--- src/rtl/pc_control.sv ---
// -----------------------------------------------------------------------------
// pc_control
//   Program-counter and fetch-sequencing stage placed directly upstream of the
//   instruction ROM. The ROM has a synchronous read with one cycle of latency,
//   so every instruction takes a FETCH cycle (address presented) followed by an
//   EXEC cycle (ROM data valid). The next PC is either the sequential increment
//   or a resolved branch target. Stall, halt and out-of-range fault are handled
//   here.
//
// Ports
//   clk            in   rising-edge system clock
//   reset          in   asynchronous, active-high reset
//   stall          in   datapath not ready; hold the current instruction in EXEC
//   branch_taken   in   resolved branch/jump in this EXEC cycle
//   branch_target  in   [31:0] absolute next PC when branch_taken=1
//   halt_req       in   halt instruction decoded in this EXEC cycle
//   PC             out  [31:0] current PC, fetch address
//   PC_next_seq    out  [31:0] PC + PC_STEP, for link-register writes
//   instr_valid    out  ROM output valid this cycle (EXEC)
//   halted         out  core halted, sticky until reset
//   pc_fault       out  halt caused by an out-of-range next PC, sticky
//   retired_count  out  [31:0] committed PC updates (only with the macro)
//
// Configuration
//   PC_CONTROL_RETIRE_CNT_EN : when defined, adds the retired_count output and
//   its counter. Undefined by default.
// -----------------------------------------------------------------------------
module pc_control #(
    parameter logic [31:0] RESET_PC   = 32'd0,
    parameter logic [31:0] PC_STEP    = 32'd1,
    parameter int unsigned IMEM_DEPTH = 1024
) (
    input  logic        clk,
    input  logic        reset,
    input  logic        stall,
    input  logic        branch_taken,
    input  logic [31:0] branch_target,
    input  logic        halt_req,
    output logic [31:0] PC,
    output logic [31:0] PC_next_seq,
    output logic        instr_valid,
    output logic        halted,
    output logic        pc_fault
`ifdef PC_CONTROL_RETIRE_CNT_EN
    ,
    output logic [31:0] retired_count
`endif
);

    localparam logic [31:0] IMEM_LIMIT = 32'(IMEM_DEPTH);

    typedef enum logic [1:0] {
        ST_FETCH = 2'd0,
        ST_EXEC  = 2'd1,
        ST_HALT  = 2'd2
    } state_e;

    state_e      state_q, state_d;
    logic [31:0] pc_q, pc_d;
    logic        instr_valid_q, instr_valid_d;
    logic        halted_q, halted_d;
    logic        pc_fault_q, pc_fault_d;

    logic [31:0] pc_seq_s;
    logic [31:0] pc_cand_s;
    logic        out_of_range_s;
    logic        fault_s;

    // Sequential increment wraps modulo 2^32 before the range check.
    assign pc_seq_s       = pc_q + PC_STEP;
    assign pc_cand_s      = branch_taken ? branch_target : pc_seq_s;
    assign out_of_range_s = (pc_cand_s >= IMEM_LIMIT);

    // State, PC and registered status flags.
    always_ff @(posedge clk or posedge reset) begin
        if (reset) begin
            state_q       <= ST_FETCH;
            pc_q          <= RESET_PC;
            instr_valid_q <= 1'b0;
            halted_q      <= 1'b0;
            pc_fault_q    <= 1'b0;
        end else begin
            state_q       <= state_d;
            pc_q          <= pc_d;
            instr_valid_q <= instr_valid_d;
            halted_q      <= halted_d;
            pc_fault_q    <= pc_fault_d;
        end
    end

    // Next-state and next-PC selection; in EXEC halt_req beats stall beats update.
    always_comb begin
        state_d = state_q;
        pc_d    = pc_q;
        fault_s = 1'b0;
        case (state_q)
            ST_FETCH: begin
                state_d = ST_EXEC;
            end
            ST_EXEC: begin
                if (halt_req) begin
                    state_d = ST_HALT;
                end else if (stall) begin
                    state_d = ST_EXEC;
                end else if (out_of_range_s) begin
                    // PC stays on the faulting instruction.
                    state_d = ST_HALT;
                    fault_s = 1'b1;
                end else begin
                    state_d = ST_FETCH;
                    pc_d    = pc_cand_s;
                end
            end
            ST_HALT: begin
                state_d = ST_HALT;
            end
            default: begin
                // Corrupted encoding: park safely in HALT.
                state_d = ST_HALT;
            end
        endcase
    end

    // Registered outputs are derived from the upcoming state so they line up with it.
    always_comb begin
        instr_valid_d = (state_d == ST_EXEC);
        halted_d      = halted_q | (state_d == ST_HALT);
        pc_fault_d    = pc_fault_q | fault_s;
    end

    assign PC          = pc_q;
    assign PC_next_seq = pc_seq_s;
    assign instr_valid = instr_valid_q;
    assign halted      = halted_q;
    assign pc_fault    = pc_fault_q;

`ifdef PC_CONTROL_RETIRE_CNT_EN
    logic [31:0] retired_q, retired_d;
    logic        commit_s;

    // A commit is exactly the EXEC -> FETCH transition.
    assign commit_s = (state_q == ST_EXEC) && (state_d == ST_FETCH);

    // Retire counter increment, wrapping modulo 2^32.
    always_comb begin
        retired_d = retired_q + (commit_s ? 32'd1 : 32'd0);
    end

    // Retire counter register.
    always_ff @(posedge clk or posedge reset) begin
        if (reset) begin
            retired_q <= 32'd0;
        end else begin
            retired_q <= retired_d;
        end
    end

    assign retired_count = retired_q;
`endif

endmodule

--- config.mk ---
export PLATFORM = sky130hd
export DESIGN_NAME = pc_control
export DESIGN_NICKNAME = d
export VERILOG_FILES = /design/src/rtl/pc_control.sv
export SDC_FILE = /design/constraint.sdc
export NUM_CORES = 1
export LEC_CHECK = 0
export ABC_AREA = 1
export CAP_MARGIN = 20
export CORE_ASPECT_RATIO = 0.8
export CORE_MARGIN = 3
export CORE_UTILIZATION = 43
export CTS_BUF_LIST = sky130_fd_sc_hd__clkbuf_4
export DETAILED_ROUTE_END_ITERATION = 8
export HOLD_SLACK_MARGIN = 0.15
export MAX_ROUTING_LAYER = met4
export PLACE_DENSITY = 0.77
export SKIP_LAST_GASP = 1
export SLEW_MARGIN = 20
export SYNTH_ARGS = -nofsm -noshare
export SYNTH_HDL_FRONTEND = slang
export SYNTH_SLANG_ARGS = --single-unit
--- constraint.sdc ---
create_clock -name clk -period 2.1 [get_ports clk]
set_input_delay 0.42 -clock clk [delete_from_list [all_inputs] [get_ports clk]]
set_output_delay 0.42 -clock clk [all_outputs]
set_load 0.02 [all_outputs]
# [Word-level counts from Yosys, hierarchy flattened]
# Index checks and enable logic that the tools add are counted.
[totals] in_bits=37 word_cells=26 reg_bits=37
[classes] n_mux=9 addsub=1 bitwise=5 n_eq_ne=3 n_reduce_logical=2 order_cmp=1
[ops] op="32-bit by 1-bit adder with 32-bit output (second input constant)" count=1
[ops] op="32-bit by 11-bit greater-or-equal comparator with 1-bit output (second input constant)" count=1
[ops] op="32-bit two-way mux" count=1
[ops] op="2-bit two-way mux" count=3
[ops] op="2-bit by 1-bit equality test with 1-bit output (second input constant)" count=2
[ops] op="1-bit two-way mux" count=4
[ops] op="2-bit one-hot mux with 2 select lines" count=1
[ops] op="4-bit AND reduction" count=1
[ops] op="1-bit inverter" count=3
[ops] op="2-bit equality test (second input constant)" count=1
[ops] op="2-bit logical NOT" count=1
[ops] op="1-bit bitwise OR" count=2

# [Depth between registers and ports, before layout]
# Gate-level depths: netlist (run 1).
[depth] ltp_word=9 ltp_mapped=18

# [Least setup slack after synthesis (run 1)]
# OpenSTA, ideal clock, no wires.
[synth_path] path_type="flip-flop to flip-flop" start="register pc_q[0], in the netlist PC[0]" end="register pc_q[24], in the netlist PC[24]" arrival_time_ps=2321 path_slack_ps=-333 stages_incl_launch_ff=18 synth_period_minus_slack_ps=2433 setup_time_ps=112 required_time_ps=1988 path_cell_list="dfrtp_1 ha_1 inv_1 nor2_2 nand2_2 nor2_2 nand2_1 nand2_1 nand2_1 nand2_1 nand2_1 nor2_1 nand4_1 nor2_2 nand3_4 buf_6 nand2_2 inv_2"
[synth_via] elab_chain_len=5
[synth_lines] item="start, declared" line_no="59" source="logic [31:0] pc_q, pc_d;"
[synth_lines] item="start signal, assigned" line_no="84" source="pc_q <= pc_d;"
[synth_lines] item="32-bit by 1-bit adder with 32-bit output" line_no="70" source="assign pc_seq_s = pc_q + PC_STEP;"
[synth_lines] item="named net PC_next_seq[18]" line_no="40" source="output logic [31:0] PC_next_seq,"
[synth_lines] item="32-bit two-way mux" line_no="71" source="assign pc_cand_s = branch_taken ? branch_target : pc_seq_s;"
[synth_lines] item="32-bit by 11-bit greater-or-equal comparator with 1-bit output" line_no="72" source="assign out_of_range_s = (pc_cand_s >= IMEM_LIMIT);"
[synth_lines] item="1-bit inverter (no source line)"
[synth_lines] item="4-bit AND reduction (no source line)"
# The timed path passes the listed nets, and every way through them passes these cells.
# A chain may end at the register's enable or synchronous reset.

# [Worst setup path in the final report (run 1)]
[layout_path] start="register pc_q[1], in the netlist PC[1]" end="register halted_q, in the netlist halted"
[layout_via] elab_chain_len=9
[layout_lines] item="32-bit by 1-bit adder with 32-bit output" line_no="70"
[layout_lines] item="32-bit two-way mux" line_no="71"
[layout_lines] item="32-bit by 11-bit greater-or-equal comparator with 1-bit output" line_no="72"
[layout_lines] item="2-bit two-way mux" line_no="105" source="end else if (out_of_range_s) begin"
[layout_lines] item="2-bit two-way mux" line_no="103" source="end else if (stall) begin"
[layout_lines] item="2-bit two-way mux" line_no="101" source="if (halt_req) begin"
[layout_lines] item="2-bit one-hot mux with 2 select lines" line_no="96" source="case (state_q)"
[layout_lines] item="2-bit equality test" line_no="127" source="halted_d = halted_q | (state_d == ST_HALT);"
[layout_lines] item="1-bit bitwise OR" line_no="127"
[layout_lines] item="named net halted_d" line_no="61" source="logic halted_q, halted_d;"
[layout_lines] item="end signal, assigned" line_no="86" source="halted_q <= halted_d;"
[layout_lines] item="end, declared" line_no="61"
# The timed path passes the listed nets, and every way through them passes these cells.

==> results.md, run 1 <==
- Status: finished with violations
- Failing checks: negative setup slack
- LEAKAGE: 3.12 nW
- Clock Skew: 0.0118 ns
- CP endpoint: halted
- Clock slew at reported path FFs: 0.14 ns
- Peak VDD IR: 0.000380 V
- Filler instances: ~260
- Tcrit/Tclk final: 126%
- Initial antenna violation count: 0
- Max Clk Rate: roughly 0.38 GHz
- Power Density: approximately 250 mW/mm^2
- Via Count: 4,885
- Unrepaired setup endpoints after global routing: yes
- Port-buffer cells: 103
- Largest net degree at the start of global routing: 38
- Grt ovf: 0
- Relative slew slack: 64.9%
- Endpoints failing setup: 69
- Critical path class: flop to flop
- Max-cap check violation count: 0
- Slew Limit Fails: 0
- Final nets: 778
- Initial Utilization: between 40% and 50%
- Worst reg-to-reg path cell count: 17
- Synth Register Bits: 37
- Syn_area_per_cell: 6.11 sq um
- Final WL: 17.6 mm
- H-tree depth: 2
- Post-synth top flop: dfrtp_1
- RePlAce Congestion: 0.917
- Hold crit path type: flop to flop
- Crit-path slowest cell: dfrtp_2
- Die width: 99.9 um
- First-pass GRT wire length: 19.7 mm
- ANT nets after route: 0
- Ys async rst share: 100%
- Clock Tree Buf Depth: 2
- Overall Power: 1.52 mW
- Crit Path Max Fanout: 4
- Worst path most repeated cell: nand2_1
- DR DRC count: 0
- Placed Instance Area: 0.00499 sq mm
- CP max stage delay: 0.45 ns
- Die Y: 81.1 um
- Placement row count: 26
- Top Ports: about 100
- Vias/cell: just under 6
- RR Endpoint: halted
- CP startpoint kind: flop
- Drt pass-1 iters: 5
- CTS tree: yes
- Clk Latency, worst-skew pair: around 0.38 ns
- FF-to-FF Start: PC[1]
- CP startpoint: PC[1]
- Hold Vio Cnt, Final: 0
- Reg-to-reg slack, setup: -0.54 ns
- Clock root buffer: clkbuf_4
- DP Wirelength: 9.13 mm
- Wirelength per Cell: roughly 21 um
- Area grow syn2layout: 101%
- Vias in the first global route: 3,958
- Required @ worst endpoint: 2.36 ns
- Final worst slack: -0.542 ns
- Post-Syn Nets: 534
- Synthesized area: about 0.0030 sq mm
- CP Capture Type: flop
- Core area: 0.00660 sq mm
- Synth warn: 0
- GRT Overall Usage: 32.1%
- Synth unique cells: 27
- DIE AREA: 0.00810 sq mm
- Inserted Clock Buffers: 5
- Cells after Synth: 496
- EDFF count, synth: 0
- Slew @ Worst Pin: 0.526 ns
- Arr. time, crit path: 2.90 ns
- Layout cells sized above 1: 53.0%
- Clock Sinks: 37
- DRT iter0 DRCs: 553
- Tmin final: roughly 2.6 ns
- Hold Buf Count CTS: 0
- CP Cell Sequence: ha_4, nand3_4, nor2_4, nand3_4, buf_4, nand2_2, nand3_1, nand2_1, nand2_1, nor2_1, nand2_1, nor2_2, nand3_2, nand2_2, nand2_1, nand2_1, nand3_1
- Cell area after layout: roughly 0.006 sq mm
- Antenna diodes: 0
- Seq/Total Area, Yosys: 30.6%
worst min-delay path by stage:
| stage | slack, ns | cells past startpoint | end | start |
|---|---|---|---|---|
| after floorplan | 0.42 | 1 | instr_valid | state_q[1] |
| after global placement | 0.44 | 1 | state_q[0] | state_q[1] |
| after detailed placement | 0.47 | 1 | instr_valid | state_q[1] |
| after CTS | 0.48 | 3 | PC[16] | reset |
| after global routing | 0.52 | 1 | instr_valid | state_q[1] |
| final | 0.50 | 1 | instr_valid | state_q[1] |
stage by stage:
stage                     setup slack [ns]  cells  hold slack (ns)  utilization, %  setup TNS (ns)
after CTS                           -0.186    805            0.481            81.1           -7.16
after global placement              -0.438    774            0.435            75.6          -16.79
after floorplan                    -0.0383    496            0.422               -           -1.08
final                               -0.542    825            0.502            92.2          -21.87
after detailed placement            -0.482    774            0.468            75.6          -17.26
after global routing                -0.636    825            0.524            92.2          -26.29
synthesized netlist by cell type, types with 5 or more instances:
master	count	area, sq um
nor2_1	46	173
inv_2	24	90.1
nand3b_1	5	37.5
nor2_2	8	50.1
inv_1	37	139
or2_2	15	93.8
buf_2	5	25.0
nand3_1	37	185
dfrtp_1	37	926
clkbuf_1	5	18.8
nand2_2	13	81.3
nand2_1	208	781
o21ai_1	6	30.0
nand4_1	18	113
nor2_4	7	78.8
registers in the layout (all words and copies together), names as in the netlist:
signal and cells:
instr_valid 1, state_q 2, pc_fault 1, PC 32, halted 1
area by class of cell:
class                      instances  area, sq um  share of cell area [%]
multi-input combinational        385         2440                    40.1
timing repair buffer             250         2280                    37.4
sequential                        37          951                    15.6
inverter                          61          231                    3.80
tap                               84          105                    1.73
clock buffer                       6         45.0                   0.740
clock inverter                     2         38.8                   0.637
where the power goes:
| group | leakage, nW | internal, mW | switching (mW) |
|---|---|---|---|
| clock network | 0.0459 | 0.267 | 0.307 |
| registers | 0.473 | 0.712 | 0 |
| logic | 2.60 | 0.115 | 0.117 |
| total | 3.12 | 1.09 | 0.424 |
routing by layer:
metal / track usage [%] / vias up / share of wire, %
met1: 43.5 / 2274 / 37
met3: 5.15 / 145 / 12
met5: - / - / 0
met2: 50.9 / 457 / 44
li1: - / 2009 / -
met4: 7.09 / 0 / 7.1
worst max-delay path: cells and delay by family (launching register included):
| family | cells | cell delay [ns] |
|---|---|---|
| simple gates | 15 | 1.69 |
| flops | 1 | 0.45 |
| buf+inv | 1 | 0.16 |
| fa+ha+maj | 1 | 0.22 |
cells in the final DEF, fill, tap and decap left out, types with 3 or more instances in the layout:
cell type        instances
dlymetal6s2s_1           5
o21ai_1                  3
buf_4                  136
nand3_2                  3
nand2_4                 17
inv_2                   28
nand2_1                149
clkdlybuf4s50_1         67
dfrtp_1                 17
nand4_1                 18
nor2_1                  20
or2_2                   15
xor2_2                   3
nand3b_1                 5
nand2_2                 56
dfrtp_2                 20
nor2_2                  15
inv_1                   32
xnor2_4                  3
nand3_1                 27
buf_12                   4
nor2_4                  26
clkbuf_4                 6
o21ai_2                  6
buf_6                   30
nand3_4                  8
logic make-up (layout without fill, tap and decap cells):
family | Yosys count | in the layout | synth area share (%)
AO/OA/AOI/OAI | 14 | 14 | 2.52
XOR/XNOR | 8 | 8 | 2.31
adder cells (fa/ha/maj) | 1 | 1 | 0.413
buffers and inverters | 74 | 319 | 10.1
flip-flops | 37 | 37 | 30.6
AND/OR/NAND/NOR | 362 | 362 | 54.1
what timing repair did:
item                                    4_1_cts  5_1_grt
buffers inserted                             23       20
endpoints found under the setup margin       66       71
cloned                                        0        2
gates resized for setup                     184      159
pin swaps                                    21       41
No activity file was read; power rests on OpenSTA's default activity.
==> inputs of run 2 (changes only) <==
Settings changed: SETUP_SLACK_MARGIN set to 0.05.
==> results.md, run 2 (same netlist as run 1, synthesis figures left out) <==
- Layout cells sized above 1: 53.9% (was 53.0%)
- Antenna diodes: 0 (unchanged)
- Worst path most repeated cell: nand2_1 (unchanged)
- Critical path class: flop to flop (unchanged)
- First-pass GRT wire length: 20.3 mm (was 19.7 mm)
- Wirelength per Cell: 24.0 um (was 21.4 um)
- Clk Latency, worst-skew pair: 0.41 ns (was 0.38 ns)
- GRT Overall Usage: 33.2% (was 32.1%)
- Peak VDD IR: 0.000411 V (was 0.000380 V)
- Final hold slack: 0.468 ns (was 0.502 ns)
- Sw frac: 30.3% (was 27.9%)
- Hold Vio Cnt, Final: 0 (unchanged)
- CP Cell Sequence: nand2_1, nor2_1, nand2_1, nor2_1, nand2_1, nand2_1, nand3_1, nand2_1, nand4_1, nor2_4, nand3_4, clkbuf_16, nand2_1, inv_2 (was ha_4, nand3_4, nor2_4, nand3_4, buf_4, nand2_2, nand3_1, nand2_1, nand2_1, nor2_1, nand2_1, nor2_2, nand3_2, nand2_2, nand2_1, nand2_1, nand3_1)
- Hold crit path type: input port to async pin (was flop to flop)
- Via Count: 5,183 (was 4,885)
- Clock Sinks: 37 (unchanged)
- Unrepaired setup endpoints after global routing: yes (unchanged)
- DP Wirelength: 9.18 mm (was 9.13 mm)
- Arr. time, crit path: 3.22 ns (was 2.90 ns)
- Slew Limit Fails: 0 (unchanged)
- LEAKAGE: 3.20 nW (was 3.12 nW)
- Status: finished with violations (unchanged)
- Internal: 1.08 mW (was 1.09 mW)
- Core area: 0.00660 sq mm (unchanged)
- Inserted Clock Buffers: 5 (unchanged)
- Seq pwr share: 46.1% (was 46.9%)
- CP max stage delay: 0.51 ns (was 0.45 ns)
- Tcrit/Tclk final: 138% (was 126%)
- Power Density: 249 mW/mm^2 (about the same)
- Tmin final: 2.89 ns (was 2.64 ns)
- Endpoints failing setup: 70 (was 69)
- Placed Instance Area: 0.00488 sq mm (was 0.00499 sq mm)
- Crit Path Max Fanout: 16 (was 4)
- Clock Tree Buf Depth: 2 (unchanged)
- Overall Power: 1.55 mW (was 1.52 mW)
- Top Ports: 104 (unchanged)
- ANT nets after route: 0 (unchanged)
- Max reg flops: 32 (unchanged)
- Grt ovf: 0 (unchanged)
- Required @ worst endpoint: 2.43 ns (was 2.36 ns)
- Clock Skew: 0.0254 ns (was 0.0118 ns)
- Die width: 99.9 um (unchanged)
- Initial antenna violation count: 0 (unchanged)
- Final WL: 19.8 mm (was 17.6 mm)
- Largest net degree at the start of global routing: 38 (unchanged)
- Drt pass-1 iters: 9 (was 5)
- Slew @ Worst Pin: 0.556 ns (was 0.526 ns)
- Vias in the first global route: 4,220 (was 3,958)
- Bufs and invs on worst path: 2 (was 1)
- Psw: 0.469 mW (was 0.424 mW)
- Crit path max-delay family: simple AND/OR/NAND/NOR gates (unchanged)
- Initial Utilization: 45.9% (unchanged)
- CTS tree: yes (unchanged)
- Cell area after layout: 0.00621 sq mm (was 0.00609 sq mm)
- Area occupied by multi-input gates: 0.00253 sq mm (was 0.00244 sq mm)
- CP startpoint kind: flop (unchanged)
- Vias/cell: 6.29 (was 5.92)
- Failing checks: design-rule violations, negative setup slack (was negative setup slack)
- Port-buffer cells: 103 (unchanged)
- Final worst slack: -0.789 ns (was -0.542 ns)
- Die Y: 81.1 um (unchanged)
- Clock root buffer: clkbuf_4 (unchanged)
- CP Capture Type: flop (unchanged)
- DR DRC count: 2 (was 0)
- Area grow syn2layout: 105% (was 101%)
- Most common cell after layout, fill and taps aside: nand2_1 (unchanged)
- Clock slew at reported path FFs: 0.17 ns (was 0.14 ns)
- DRT iter0 DRCs: 733 (was 553)
- Crit-path slowest cell: dfrtp_1 (was dfrtp_2)
- Placement row count: 26 (unchanged)
- H-tree depth: 2 (unchanged)
- Final nets: 777 (was 778)
- Max-cap check violation count: 0 (unchanged)
- DIE AREA: 0.00810 sq mm (unchanged)
- Combinational Power Share: 15.3% (about the same)
- Filler instances: 214 (was 256)
- Relative slew slack: 62.9% (was 64.9%)
- RePlAce Congestion: 0.903 (was 0.917)
- Most frequent cells in the layout: 139 x nand2_1, 125 x buf_4, 63 x nand2_2, 61 x clkdlybuf4s50_1, 46 x buf_6 (was 149 x nand2_1, 136 x buf_4, 67 x clkdlybuf4s50_1, 56 x nand2_2, 32 x inv_1)
- Max Clk Rate: 0.346 GHz (was 0.378 GHz)
- Clock power share: 38.6% (was 37.8%)
- Register Area: 950 sq um (was 951 sq um)
run 2: cell types whose count changed in the layout (fill, tap and decap cells not counted), sizes merged:
cell / delta
dlymetal6s2s: +6
clkinvlp: +1
clkbuf: -1
clkdlybuf4s15: -2
clkdlybuf4s50: -6
dlygate4sd2: +1
run 2: area by class of cell:
type,count,share of cell area [%]
multi-input combinational,385,40.7
timing repair buffer,249,37.2
sequential,37,15.3
inverter,61,3.77
tap,84,1.69
clock inverter,3,0.745
clock buffer,5,0.604
run 2: power groups by stage:
stage / clock network [mW] / logic (mW) / registers, mW
finish: 0.597 / 0.237 / 0.712
global placement: 0 / 0.200 / 0.726
CTS: 0.527 / 0.210 / 0.712
detailed placement: 0 / 0.206 / 0.726
global route: 0.599 / 0.251 / 0.713
floorplan: 0 / 0.0961 / 0.726
run 2: path summary, 6_finish.rpt:
kind | from | end | slack, ns | cells past startpoint
setup / recovery | PC[23] | PC[10] | -0.79 | 14
hold / removal | reset | PC[13] | 0.47 | 3
setup reg to reg | PC[23] | PC[10] | -0.79 | 14
hold reg to reg | state_q[1] | state_q[0] | 0.52 | 1
max in group asynchronous | reset | PC[22] | 1.20 | 3
min in group clk | state_q[1] | state_q[0] | 0.52 | 1
run 2: repair_timing:
item,CTS,global route
setup buffers,35,19
hold endpoints to repair,0,0
gates resized for setup,237,145
cloned,0,2
hold buffers,0,0
setup endpoints to repair,66,76
pin swaps,44,50
run 2: metal layers:
layer | vias to the layer above | wire, um | global-route usage [%]
met5 | - | 0 | -
met4 | 0 | 1570 | 9.41
met3 | 211 | 3000 | 3.95
met2 | 594 | 8500 | 56.7
met1 | 2361 | 6720 | 41.9
li1 | 2017 | - | -
run 2: worst min-delay path, delay by kind of cell:
kind / cells / cell delay [ns]
buf+inv: 3 / 0.94
run 2: stage by stage:
step / setup WS, ns / setup TNS, ns / std cells / utilization [%]
floorplan: -0.0306 / -0.849 / 496 / -
global placement: -0.413 / -15.38 / 762 / 73.9
detailed placement: -0.478 / -17.29 / 762 / 73.9
CTS: -0.254 / -9.01 / 804 / 83.1
global route: -0.837 / -33.87 / 824 / 94.1
finish: -0.789 / -32.35 / 824 / 94.1
==> inputs of run 3 (changes only) <==
Settings changed: CAP_MARGIN 20 to 40, CORE_MARGIN 3 to 2.
==> results.md, run 3 (same netlist as run 1, synthesis figures left out) <==
- Status: finished with violations (unchanged)
- Failing checks: negative setup slack (was design-rule violations, negative setup slack)
- Register Area: 948 sq um (was 950 sq um)
- Core area: 0.00686 sq mm (was 0.00660 sq mm)
- Via Count: 4,963 (was 5,183)
- Required @ worst endpoint: 2.36 ns (was 2.43 ns)
- Drt pass-1 iters: 6 (was 9)
- DRT iter0 DRCs: 649 (was 733)
- Port-buffer cells: 103 (unchanged)
- Area occupied by multi-input gates: 0.00253 sq mm (about the same)
- Grt ovf: 0 (unchanged)
- Clk Latency, worst-skew pair: 0.39 ns (was 0.41 ns)
- RePlAce Congestion: 0.956 (was 0.903)
- Sw frac: 31.1% (was 30.3%)
- Initial Utilization: 44.2% (was 45.9%)
- Vias/cell: 6.02 (was 6.29)
- H-tree depth: 2 (unchanged)
- Final hold slack: 0.442 ns (was 0.468 ns)
- Max-cap check violation count: 0 (unchanged)
- Most frequent cells in the layout: 132 x nand2_1, 124 x buf_4, 67 x clkdlybuf4s50_1, 66 x nand2_2, 42 x buf_6 (was 139 x nand2_1, 125 x buf_4, 63 x nand2_2, 61 x clkdlybuf4s50_1, 46 x buf_6)
- Final worst slack: -0.611 ns (was -0.789 ns)
- Unrepaired setup endpoints after global routing: yes (unchanged)
- CTS tree: yes (unchanged)
- Final WL: 18.1 mm (was 19.8 mm)
- Tmin final: 2.71 ns (was 2.89 ns)
- Hold Vio Cnt, Final: 0 (unchanged)
- Die Y: 79.1 um (was 81.1 um)
- Clock slew at reported path FFs: 0.16 ns (was 0.17 ns)
- Slew @ Worst Pin: 0.525 ns (was 0.556 ns)
- Place WS: -0.444 ns (was -0.478 ns)
- Endpoints failing setup: 64 (was 70)
- Slew Limit Fails: 0 (unchanged)
- First-pass GRT wire length: 20.1 mm (was 20.3 mm)
- Max reg flops: 32 (unchanged)
- Area grow syn2layout: 103% (was 105%)
- FF-to-FF Start: PC[7] (was PC[23])
- Top Ports: 104 (unchanged)
- Arr. time, crit path: 2.97 ns (was 3.22 ns)
- Die width: 97.9 um (was 99.9 um)
- Critical path class: flop to flop (unchanged)
- LEAKAGE: 3.18 nW (was 3.20 nW)
- CP startpoint kind: flop (unchanged)
- Initial antenna violation count: 0 (unchanged)
- Clock power share: 30.3% (was 38.6%)
- Most common cell after layout, fill and taps aside: nand2_1 (unchanged)
- Worst reg-to-reg path cell count: 17 (was 14)
- ANT nets after route: 0 (unchanged)
- DR DRC count: 0 (was 2)
- DP Wirelength: 8.70 mm (was 9.18 mm)
- Final core utilization: 89.8% (was 94.1%)
- Largest net degree at the start of global routing: 38 (unchanged)
- Relative slew slack: 65.0% (was 62.9%)
- Placement row count: 27 (was 26)
- Clock Tree Buf Depth: 2 (unchanged)
- Combinational Power Share: 19.1% (was 15.3%)
- Psw: 0.439 mW (was 0.469 mW)
- Internal: 0.970 mW (was 1.08 mW)
- Filler instances: 293 (was 214)
- Overall Power: 1.41 mW (was 1.55 mW)
- Layout cells sized above 1: 55.6% (was 53.9%)
- Clock root buffer: clkbuf_4 (unchanged)
- Antenna diodes: 0 (unchanged)
- Crit Path Max Fanout: 9 (was 16)
- DIE AREA: 0.00774 sq mm (was 0.00810 sq mm)
- Vias in the first global route: 4,028 (was 4,220)
- Final nets: 775 (was 777)
- GRT Overall Usage: 33.5% (was 33.2%)
- Wirelength per Cell: 21.9 um (was 24.0 um)
- Seq pwr share: 50.5% (was 46.1%)
- Hold crit path type: input port to async pin (unchanged)
- CP Capture Type: flop (unchanged)
- Reg-to-reg slack, setup: -0.61 ns (was -0.79 ns)
- Tcrit/Tclk final: 129% (was 138%)
- RR Endpoint: PC[18] (was PC[10])
- Clock Skew: 0.0318 ns (was 0.0254 ns)
- Power Density: 229 mW/mm^2 (was 249 mW/mm^2)
- Hold Buf Count CTS: 0 (unchanged)
- Peak VDD IR: 0.000203 V (was 0.000411 V)
- Inserted Clock Buffers: 5 (unchanged)
- Clock Sinks: 37 (unchanged)
- Max Clk Rate: 0.369 GHz (was 0.346 GHz)
## run 3: cell types whose count changed in the layout (fill, tap and decap cells not counted), moves of 4 or more
cell             change
nand3_2              +5
buf_6                -4
nand2_4              +5
clkdlybuf4s50_1      +6
nand3_1              -4
nand2_1              -7
dlymetal6s2s_1       -6
## run 3: critical path, stage by stage (launching register included)
cell	delay, ns
dfrtp_2	0.45
buf_6	0.13
nand2_8	0.06
nor2_4	0.17
nand2_4	0.09
nor2_4	0.18
nand2_1	0.12
nand2_1	0.13
nand2_2	0.09
nand2_1	0.08
nand2_1	0.10
nor2_2	0.13
nand4_1	0.11
nor2_2	0.17
nand3_4	0.18
clkbuf_16	0.23
nand2_1	0.10
inv_2	0.05
## run 3: cell type report
type                            instances  share of cell area [%]
Inverter                               61                    3.76
Sequential cell                        37                    15.4
Clock inverter                          3                   0.284
Tap cell                               87                    1.77
Clock buffer                            5                   0.609
Timing Repair Buffer                  247                    37.1
Multi-Input combinational cell        385                    41.1
## run 3: metal layers
layer / track usage [%] / wire [um] / up-vias
met1: 43.7 / 6330 / 2266
met2: 54.6 / 7870 / 498
met3: 5.28 / 2240 / 186
li1: - / - / 2013
met4: 9.17 / 1600 / 0
met5: - / 0 / -
## run 3: worst max path at each step
| stage | start | end | slack, ns | cells after the start |
|---|---|---|---|---|
| after global routing | PC[8] | PC[18] | -0.63 | 17 |
| after CTS | PC[8] | PC[0] | -0.24 | 17 |
| final | PC[7] | PC[18] | -0.61 | 17 |
| after global placement | branch_taken | PC[8] | -0.36 | 13 |
| after floorplan | PC[0] | PC[2] | -0.03 | 17 |
| after detailed placement | branch_taken | PC[0] | -0.44 | 13 |
## run 3: per-stage QoR
stage | TNS (ns) | cells | area [sq um]
floorplan | -0.849 | 496 | 3110
global placement | -14.68 | 767 | 4910
detailed placement | -17.57 | 767 | 4910
CTS | -8.99 | 797 | 5390
global route | -26.14 | 825 | 6160
finish | -24.42 | 825 | 6160
## run 3: power by group through the flow
| stage | logic (mW) | registers, mW | clock network [mW] |
|---|---|---|---|
| 6_report | 0.270 | 0.712 | 0.427 |
| 5_1_grt | 0.281 | 0.712 | 0.439 |
| 4_1_cts | 0.217 | 0.712 | 0.396 |
| 3_5_place_dp | 0.212 | 0.726 | 0 |
| 3_3_place_gp | 0.209 | 0.726 | 0 |
| 2_1_floorplan | 0.0961 | 0.726 | 0 |
## run 3: what timing repair did
item	in CTS	in global routing
buffers inserted	23	31
endpoints found under the setup margin	66	69
pin swaps	32	73
resized for setup	227	162
gates cloned	0	2
